## src/rtl/stopwatch_ctrl.sv

```systemverilog
// stopwatch_ctrl: sequencing controller for the stopwatch counter datapath.
// Turns the start/stop and lap/reset buttons into run, pause, lap and clear
// actions, generates the tick-rate count-enable pulse and drives the display
// hold and blank lines.
// Optional feature: define STOPWATCH_AUTOSLEEP_EN to add the SLEEP state, the
// inactivity counter and the psave_req power-saver input.
module stopwatch_ctrl #(
    parameter int TICK_DIV    = 100,
    parameter int IDLE_CYCLES = 3000
) (
    input  logic       clk,
    input  logic       reset,
    input  logic       btn_ss,
    input  logic       btn_lr,
`ifdef STOPWATCH_AUTOSLEEP_EN
    input  logic       psave_req,
`endif
    output logic       cnt_en,
    output logic       cnt_clear,
    output logic       pause,
    output logic       disp_hold,
    output logic       disp_blank,
    output logic [2:0] state
);

    typedef enum logic [2:0] {
        IDLE   = 3'd0,
        RUN    = 3'd1,
        LAP    = 3'd2,
        PAUSED = 3'd3,
        SLEEP  = 3'd4
    } state_e;

    localparam int           PW        = $clog2(TICK_DIV);
    localparam logic [PW-1:0] PRESC_MAX = PW'(TICK_DIV - 1);

    state_e        state_q, state_d;
    logic          btn_ss_q, btn_lr_q;
    logic          ss_ev_q, lr_ev_q;
    logic          clear_d;
    logic          cnt_clear_q, pause_q, disp_hold_q;
    logic [PW-1:0] presc_q, presc_d;
    logic          counting;

`ifdef STOPWATCH_AUTOSLEEP_EN
    localparam int            IW       = $clog2(IDLE_CYCLES);
    localparam logic [IW-1:0] IDLE_MAX = IW'(IDLE_CYCLES - 1);

    logic [IW-1:0] idle_q, idle_d;
    logic          ret_paused_q;
    logic          disp_blank_q;
    logic          idle_state;
    logic          sleep_req;
`endif

    // Button edge detect; events are registered so they last exactly one cycle.
    // NOTE: sequential state uses non-blocking (<=) so every flop samples pre-edge values.
    always_ff @(posedge clk or negedge reset) begin
        if (!reset) begin
            btn_ss_q <= 1'b0;
            btn_lr_q <= 1'b0;
            ss_ev_q  <= 1'b0;
            lr_ev_q  <= 1'b0;
        end else begin
            btn_ss_q <= btn_ss;
            btn_lr_q <= btn_lr;
            ss_ev_q  <= btn_ss & ~btn_ss_q;
            lr_ev_q  <= btn_lr & ~btn_lr_q;
        end
    end

    assign counting = (state_q == RUN) || (state_q == LAP);
    assign cnt_en   = counting && (presc_q == PRESC_MAX);

`ifdef STOPWATCH_AUTOSLEEP_EN
    assign idle_state = (state_q == IDLE) || (state_q == PAUSED);
    assign sleep_req  = idle_state && (psave_req || (idle_q == IDLE_MAX));
`endif

    // Next-state decode; start/stop wins over lap/reset in the same cycle.
    // NOTE: every always_comb output gets a default first so no latch is inferred.
    always_comb begin
        state_d = state_q;
        clear_d = 1'b0;
        unique case (state_q)
            IDLE: begin
                if (ss_ev_q)      state_d = RUN;
                else if (lr_ev_q) clear_d = 1'b1;
`ifdef STOPWATCH_AUTOSLEEP_EN
                else if (sleep_req) state_d = SLEEP;
`endif
            end
            RUN: begin
                if (ss_ev_q)      state_d = PAUSED;
                else if (lr_ev_q) state_d = LAP;
            end
            LAP: begin
                if (ss_ev_q)      state_d = PAUSED;
                else if (lr_ev_q) state_d = RUN;
            end
            PAUSED: begin
                if (ss_ev_q) begin
                    state_d = RUN;
                end else if (lr_ev_q) begin
                    state_d = IDLE;
                    clear_d = 1'b1;
                end
`ifdef STOPWATCH_AUTOSLEEP_EN
                else if (sleep_req) state_d = SLEEP;
`endif
            end
`ifdef STOPWATCH_AUTOSLEEP_EN
            SLEEP: begin
                // The waking event only restores the saved state.
                if (ss_ev_q || lr_ev_q) state_d = ret_paused_q ? PAUSED : IDLE;
            end
`endif
            default: state_d = IDLE;
        endcase
    end

    // Prescaler next value: restart on IDLE->RUN, count in RUN/LAP, hold otherwise.
    always_comb begin
        presc_d = presc_q;
        if ((state_q == IDLE) && (state_d == RUN)) begin
            presc_d = '0;
        end else if (counting) begin
            presc_d = (presc_q == PRESC_MAX) ? '0 : presc_q + PW'(1);
        end
    end

    // Prescaler register; holding in PAUSED keeps the tick phase across a pause.
    always_ff @(posedge clk or negedge reset) begin
        if (!reset) presc_q <= '0;
        else        presc_q <= presc_d;
    end

`ifdef STOPWATCH_AUTOSLEEP_EN
    // Inactivity counter next value: saturating count in IDLE/PAUSED only.
    always_comb begin
        idle_d = '0;
        if (!(ss_ev_q || lr_ev_q) && idle_state) begin
            idle_d = (idle_q == IDLE_MAX) ? idle_q : idle_q + IW'(1);
        end
    end

    // Inactivity counter and sleep return-state register.
    always_ff @(posedge clk or negedge reset) begin
        if (!reset) begin
            idle_q       <= '0;
            ret_paused_q <= 1'b0;
        end else begin
            idle_q <= idle_d;
            if ((state_d == SLEEP) && (state_q != SLEEP)) begin
                ret_paused_q <= (state_q == PAUSED);
            end
        end
    end
`endif

    // FSM state plus registered Moore outputs decoded from the next state.
    always_ff @(posedge clk or negedge reset) begin
        if (!reset) begin
            state_q      <= IDLE;
            cnt_clear_q  <= 1'b0;
            pause_q      <= 1'b1;
            disp_hold_q  <= 1'b0;
`ifdef STOPWATCH_AUTOSLEEP_EN
            disp_blank_q <= 1'b0;
`endif
        end else begin
            state_q      <= state_d;
            cnt_clear_q  <= clear_d;
            pause_q      <= !((state_d == RUN) || (state_d == LAP));
            disp_hold_q  <= (state_d == LAP);
`ifdef STOPWATCH_AUTOSLEEP_EN
            disp_blank_q <= (state_d == SLEEP);
`endif
        end
    end

    assign cnt_clear = cnt_clear_q;
    assign pause     = pause_q;
    assign disp_hold = disp_hold_q;
    assign state     = state_q;
`ifdef STOPWATCH_AUTOSLEEP_EN
    assign disp_blank = disp_blank_q;
`else
    assign disp_blank = 1'b0;
`endif

endmodule

```

## config.mk

```make
export PLATFORM = sky130hd
export DESIGN_NAME = stopwatch_ctrl
export DESIGN_NICKNAME = d
export VERILOG_FILES = /design/src/rtl/stopwatch_ctrl.sv
export SDC_FILE = /design/constraint.sdc
export NUM_CORES = 1
export LEC_CHECK = 0
export CORE_MARGIN = 5
export CORE_UTILIZATION = 25
export DETAILED_ROUTE_END_ITERATION = 10
export PLACE_DENSITY = 0.4
export SYNTH_ARGS = -nofsm -noshare
export SYNTH_HDL_FRONTEND = slang
export SYNTH_SLANG_ARGS = --single-unit
```

## constraint.sdc

```tcl
create_clock -name clk -period 3.7 [get_ports clk]
set_clock_uncertainty 0.1 [all_clocks]
set_input_delay 0.37 -clock clk [delete_from_list [all_inputs] [get_ports clk]]
set_output_delay 0.37 -clock clk [all_outputs]
set_load 0.02 [all_outputs]
```

==> results of run 1 <==
[area by class of cell]
| type | instances | area [um^2] | share of cell area |
|---|---|---|---|
| Tap cell | 33 | 41.3 | 0.0450 |
| Sequential cell | 17 | 427 | 0.465 |
| Multi-Input combinational cell | 52 | 312 | 0.339 |
| Timing Repair Buffer | 10 | 100 | 0.109 |
| Clock inverter | 1 | 5.00 | 0.00545 |
| Clock buffer | 3 | 22.5 | 0.0245 |
| Inverter | 3 | 11.3 | 0.0123 |
[through the flow]
stage / area [um^2] / power, uW / hold WS [ns] / instances
5_1_grt: 918 / 393 / 0.320 / 119
3_5_place_dp: 891 / 272 / 0.288 / 115
4_1_cts: 918 / 376 / 0.304 / 119
3_3_place_gp: 891 / 272 / 0.284 / 115
6_report: 918 / 368 / 0.299 / 119
2_1_floorplan: 766 / 249 / -0.0256 / 75
[cells in the mapped netlist (all sizes together)]
master  instances
a21oi           3
a311oi          1
a31oi           1
and3            2
buf             2
clkbuf          1
conb            1
dfrtp          16
dfstp           1
ha              1
inv             3
mux2i           1
nand2           5
nand2b          1
nand3           4
nand3b          3
nand4b          1
nor2            8
nor2b           2
nor3            3
nor4            3
nor4b           1
o21ai           4
or2             1
xnor2           3
xor2            2
[metal layers]
metal	global-route usage	wire length, um	vias to the layer above
met5	0	0	-
met4	0.0233	13	0
met3	0.0376	128	2
li1	-	-	274
met2	0.126	687	21
met1	0.0882	684	280
[kinds of logic after synthesis]
logic type | count (synthesis) | synth area share
AOI/OAI and AO/OA | 9 | 0.0657
xor gates and xnor gates | 5 | 0.0575
adders and majority gates | 1 | 0.0164
buffers and inverters | 6 | 0.0361
DFF | 17 | 0.560
muxes | 1 | 0.0131
other | 1 | 0.00492
and+or+nand+nor | 34 | 0.246
[sequential cells by signal, indices dropped and copies added, names as in the netlist]
name	cells
presc_q	7
state	3
btn_lr_q	1
btn_ss_q	1
cnt_clear	1
disp_hold	1
lr_ev_q	1
pause	1
ss_ev_q	1
[path summary, 6_finish.rpt]
| kind | start | endpoint | cells past startpoint |
|---|---|---|---|
| setup / recovery | state[1]$_DFF_PN0_ | cnt_en | 4 |
| hold / removal | btn_lr_q$_DFF_PN0_ | lr_ev_q$_DFF_PN0_ | 1 |
| setup reg to reg | state[1]$_DFF_PN0_ | presc_q[3]$_DFFE_PN0P_ | 4 |
| hold reg to reg | btn_lr_q$_DFF_PN0_ | lr_ev_q$_DFF_PN0_ | 1 |
| max in group asynchronous | reset | presc_q[5]$_DFFE_PN0P_ | 1 |
| min in group asynchronous | reset | cnt_clear$_DFF_PN0_ | 1 |
[report_power, final]
group	internal, uW	switching (uW)
combinational	23.1	28.4
clock	40.2	60.4
sequential	201	14.9
total	264	104
[placed cells by master (no fill, tap or decap), types with 2 or more instances in the layout]
master and instances:
sky130_fd_sc_hd__dfrtp_1 16, sky130_fd_sc_hd__clkdlybuf4s50_1 10, sky130_fd_sc_hd__nor2_1 8, sky130_fd_sc_hd__nand2_1 5, sky130_fd_sc_hd__o21ai_0 4, sky130_fd_sc_hd__nand3_1 4, sky130_fd_sc_hd__inv_1 3, sky130_fd_sc_hd__nand3b_1 3
sky130_fd_sc_hd__xnor2_1 3, sky130_fd_sc_hd__nor4_1 3, sky130_fd_sc_hd__a21oi_1 3, sky130_fd_sc_hd__clkbuf_4 3, sky130_fd_sc_hd__xor2_1 2, sky130_fd_sc_hd__and3_2 2, sky130_fd_sc_hd__nor3_1 2, sky130_fd_sc_hd__nor2b_1 2
sky130_fd_sc_hd__conb_1 2
==> flow_results.org, run 1 <==
** Global routing
- Largest net degree at the start of global routing :: 18
- The initial antenna violation count came to 0.
- Overall fraction of global-route tracks in use :: 0.0771
- The number of global-route vias before repair was 557.
- For this run the aggregate overflow at the end of global routing stands at 0.
- The first global-routing pass estimated 2.49 mm of wire.

** CTS
- Count of H-tree levels built during CTS :: 1
- Clock tree synthesis selected as its root buffer the cell sky130_fd_sc_hd__clkbuf_4.
- Hold buffer count at cts :: 0
- Buffers inserted during post-CTS setup optimization :: 0
- The later pin in the worst-skew pair is clocked with a latency of 0.29 ns.
- Max Buffers Root-to-Sink :: 2
- CTS saw 17 sinks.
- Number of buffers created by CTS :: 3
- After clock tree synthesis, the clock-pin slew on the worst setup and hold paths is 0.10 ns.
- Number of gates resized after cts :: 0
- CTS tree :: yes

** Route
- # DRC :: 0
- Once detail routing completed, the nets flagged for antenna violations numbered 0.
- The routed layout has 577 vias.
- The first detailed-routing pass took 4 iterations.
- Avg Vias per Cell :: 4.85
- After detailed routing, the average wire length per cell comes to 12.7 um.
- The detailed router finished its first iteration with 33 violations.
- The final layout contains routed wiring with a total length of 1.51 mm.

** Placed design
- RD Place Congestion :: 0.686
- HPWL after detailed placement :: 1.11 mm
- At the placement stage, the worst setup path has a slack of 1.41 ns.
- Buffers placed on the I/O ports in this run total 10.

** Power
- The analysis attributes to cell leakage a power of 0.000382 uW.
- Power density over the cells :: 401 nW/um^2
- VDD IR max :: 227 uV

** Floorplan
- For this configuration, the core starts out at a cell density of 0.256.
- Overall die height :: 65.2 um
- Die width :: 65.2 um
- 12 I/O pins were placed.
- Total Die Area :: 4250 um^2
- Count of standard-cell rows :: 20
- The core region is 2980 um^2.

** Finish
- For this run, the share of the core covered by cells in the final layout is 0.308.
- In the final layout, the share of cells above drive strength 1 is 0.0930.
- Antenna Cells :: 0
- Filler Cells Inserted :: 329
- At the end of the flow, the number of nets in the layout was 92.
- Synth-to-Final Area Change :: 20.5%

** Setup path
- Setup slack, reg-to-reg :: 2.01 ns
- STA classifies the critical path startpoint as a flip-flop.
- Worst stage delay on the critical path :: 0.54 ns
- Together, buffers and inverters on the worst path number 1.
- On the critical path the largest part of the delay comes from buffers and inverters.
- Worst setup EP type :: primary output
- Critical path peak fanout :: 7
- CP max-delay cell :: sky130_fd_sc_hd__clkdlybuf4s50_1
- Kind of critical path :: reg -> out
- Critical path data required time :: 3.23 ns
- The critical path goes through xnor2_1 > or2_0 > nor2_1 > clkdlybuf4s50_1.
- For the worst setup path, the data arrival time is 2.14 ns.

** Timing
- Unrepaired setup endpoints after global routing :: no
- Post-route worst setup slack :: 1.09 ns
- Max frequency :: 0.382 GHz
- Worst Max-Slew Pin Slew :: 0.785 ns
- Final hold vios :: 0
- Accumulated negative setup slack :: 0 ns
- Setup violations remaining at the end of the flow were counted as 0.
- The routed design could run at a clock period as short as 2.61 ns.
- In the finished design, the share of the clock period the worst path needs comes to 0.707.
- Headroom to the max-slew limit :: 0.475
- Final number of max-transition violations :: 0

** Synth
- Yosys warnings :: 0
- Counting distinct cell types in the post-synthesis netlist gives 28.
- sky130_fd_sc_hd__dfrtp_1 takes more of the synthesized area than any other cell.
- Synthesis produced a netlist whose cell count is 74.
- Yosys attributes the largest share of cell area to sky130_fd_sc_hd__dfrtp_1 53%, sky130_fd_sc_hd__nor2_1 3.9%, sky130_fd_sc_hd__dfstp_2 3.4%.
- In this run, synthesis produced a sequential element count of 17.
- Dividing the synthesized area by the synthesized cell count gives 10.3 um^2.
- Of the synthesized area, sequential elements account for 0.560.
- Top cell type's share of synthesized area :: 0.525
- Mapped Area :: 762 um^2

** Status
- Status :: completed

** Flow run
- Number of violations of the max-capacitance limit :: 0

** Hold path
- The path class of the tightest hold or removal check is reg -> reg.
No activity file was read; power rests on OpenSTA's default activity.
==> run 2: changes to the inputs <==
clock period = 2.6 ns   (was 3.7 ns; I/O delays follow)
==> run 2 against run 1 <==
Against the previous run:
- routed wire length is 0.20% higher
- critical path depth stayed put
- utilization increased by 0.25 points
- critical endpoint unchanged
==> flow_results.org, run 2 (same netlist as run 1, synthesis figures left out) <==
** Route
- First-iteration detailed-routing DRC count :: 31 (was 33)
- ANT nets after route :: 0 (unchanged)
- First drt pass iteration count :: 4 (unchanged)
- The routed via count divided by cell count came to 4.79 (was 4.85).
- The total routed wirelength came to 1.52 mm (was 1.51 mm).
- # DRC :: 0 (unchanged)
- The number of vias in the routed layout is 570 (was 577).
- Detailed-route wire length per cell :: 12.7 um (about the same)

** Floorplan
- Initial standard-cell utilization of the core :: 0.256 (unchanged)
- Total Die Area :: 4250 um^2 (unchanged)
- Placeable Area :: 2980 um^2 (unchanged)
- Overall die height :: 65.2 um (unchanged)
- The x dimension of the die was 65.2 um (unchanged).
- I/O Pins :: 12 (unchanged)
- The floorplan row count came to 20 (unchanged).

** CTS
- Clock-pin slew reported for the worst setup and hold paths after clock tree synthesis :: 0.10 ns (about the same)
- The number of sinks driven by the clock tree is 17 (unchanged).
- Max Buffers Root-to-Sink :: 2 (unchanged)
- Buffers inserted during post-CTS setup optimization :: 0 (unchanged)
- CTS tree :: yes (unchanged)
- Number of gates resized after cts :: 0 (unchanged)
- Hold buffer count at cts :: 0 (unchanged)
- Latest clock arrival within the worst-skew pair :: 0.29 ns (about the same)
- The maximum level of the CTS H-tree came to 1 (unchanged).
- The clock root buffer is sky130_fd_sc_hd__clkbuf_4 (unchanged).
- The TritonCTS buffer count is 3 (unchanged).

** Timing
- Headroom to the max-slew limit :: 0.477 (was 0.475)
- Share of the clock period used by the worst path :: 0.937
- The clock period could shrink to 2.44 ns.
- Worst Max-Slew Pin Slew :: 0.781 ns (was 0.785 ns)
- Final number of max-transition violations :: 0 (unchanged)
- Unrepaired setup endpoints after global routing :: no (unchanged)
- Setup violation total in the final timing report :: 0 (unchanged)
- Final hold vios :: 0 (unchanged)
- Static timing analysis puts the maximum clock frequency at 0.410 GHz.
- Accumulated negative setup slack :: 0 ns (unchanged)

** Finish
- The filler-free cell count of the finished design is 119 (unchanged).
- The most common cell after layout, fill and taps aside is sky130_fd_sc_hd__dfrtp_1 (unchanged).
- The cell area after layout came to 926 um^2 (was 918 um^2).
- Filler Cells Inserted :: 329 (unchanged)
- Fraction of final layout cells sized beyond drive strength 1 :: 0.105 (was 0.0930)
- Antenna Cells :: 0 (unchanged)
- Most frequent cells in the layout: 16 x sky130_fd_sc_hd__dfrtp_1, 10 x sky130_fd_sc_hd__clkdlybuf4s50_1, 8 x sky130_fd_sc_hd__nor2_1 (unchanged).
- Synth-to-Final Area Change :: 21.5% (was 20.5%)
- The number of flip-flops under the largest register name was 7 (unchanged).
- Count of nets after finishing :: 92 (unchanged)
- The largest register by flop count is presc_q (unchanged).
- The share of the core filled with cells in the final layout was 0.311 (was 0.308).

** Setup path
- The category of the worst setup path capture point was a primary output (unchanged).
- Worst endpoint data arrival time :: 2.08 ns (was 2.14 ns)
- Type of element launching the critical path :: flip-flop (unchanged)
- Kind of critical path :: reg -> out (unchanged)
- The critical path data required time came to 2.24 ns (was 3.23 ns).
- The maximum net fanout on the critical path came to 7 (unchanged).

** Status
- Status: completed (unchanged).

** Placed design
- The placement-stage cell area came to 891 um^2 (unchanged).
- The routability congestion estimate was 0.686 (about the same).
- The number of port buffers came to 10 (unchanged).
- HPWL after detailed placement :: 1.11 mm (unchanged)
- The cell total after placement is 115 (unchanged).

** Power
- Static Leakage :: 0.000384 uW (was 0.000382 uW)
- VDD IR max :: 323 uV (was 227 uV)
- The areal power density over the cells is 567 nW/um^2 (was 401 nW/um^2).

** Global routing
- Global route overflow :: 0 (unchanged)
- The number of global-route vias before repair was 557 (unchanged).
- First-pass GRT wire length :: 2.49 mm (unchanged)
- The overall fraction of global-route tracks in use was 0.0771 (unchanged).
- The maximum number of pins on one net before global-route repair came to 18 (unchanged).
- The initial antenna violation count was 0 (unchanged).

** Flow run
- The max-capacitance violation count is 0 (unchanged).

** Hold path
- Worst hold path class :: reg -> reg (unchanged)
-- run 2: cell count changes in the layout (fill, tap and decap cells not counted) --
cell / previous run / this run
sky130_fd_sc_hd__xnor2_1: 3 / 2
sky130_fd_sc_hd__xnor2_2: 0 / 1
-- run 2: final cells by class --
| type | count | area (um^2) | area share |
|---|---|---|---|
| inverter | 3 | 11.3 | 0.0122 |
| clock inverter | 1 | 5.00 | 0.00541 |
| timing repair buffer | 10 | 100 | 0.108 |
| tap | 33 | 41.3 | 0.0446 |
| sequential | 17 | 427 | 0.461 |
| clock buffer | 3 | 22.5 | 0.0243 |
| multi-input combinational | 52 | 319 | 0.345 |
-- run 2: critical path, cell delays in order (launching register included) --
cell	delay (ns)
sky130_fd_sc_hd__dfrtp_1	0.48
sky130_fd_sc_hd__xnor2_2	0.22
sky130_fd_sc_hd__or2_0	0.32
sky130_fd_sc_hd__nor2_1	0.14
sky130_fd_sc_hd__clkdlybuf4s50_1	0.61
-- run 2: where the power goes --
group          total (uW)  internal, uW  switching (uW)
combinational        74.2          33.8            40.4
sequential            308           286            21.5
clock                 143          57.2            86.1
-- run 2: path summary, 6_finish.rpt --
check | start | end | slack (ns) | cells after the start
max in group asynchronous | reset | presc_q[0]$_DFFE_PN0P_ | 1.60 | 1
min reg2reg | btn_lr_q$_DFF_PN0_ | lr_ev_q$_DFF_PN0_ | 0.30 | 1
max | state[1]$_DFF_PN0_ | cnt_en | 0.16 | 4
min in group asynchronous | reset | cnt_clear$_DFF_PN0_ | 0.31 | 1
min | btn_lr_q$_DFF_PN0_ | lr_ev_q$_DFF_PN0_ | 0.30 | 1
max reg2reg | state[1]$_DFF_PN0_ | presc_q[3]$_DFFE_PN0P_ | 1.00 | 4
-- run 2: layer usage --
layer / vias to the layer above / GRT usage / wire length [um]
li1: 274 / - / -
met2: 14 / 0.126 / 690
met5: - / 0 / 0
met3: 2 / 0.0376 / 106
met1: 280 / 0.0882 / 706
met4: 0 / 0.0233 / 13
-- run 2: through the flow --
step | hold WS [ns] | total power [uW] | setup WS (ns)
after floorplan | -0.136 | 355 | 0.864
after global placement | 0.284 | 387 | 0.463
after detailed placement | 0.288 | 387 | 0.418
after CTS | 0.301 | 535 | 0.0746
after global routing | 0.304 | 560 | 0.0684
final | 0.299 | 525 | 0.164
==> run 3: changes to the inputs <==
HOLD_SLACK_MARGIN = 0.05   (was unset)
==> results of run 3 <==
The final DEF is identical to that of run 2; final timing and power are the same.
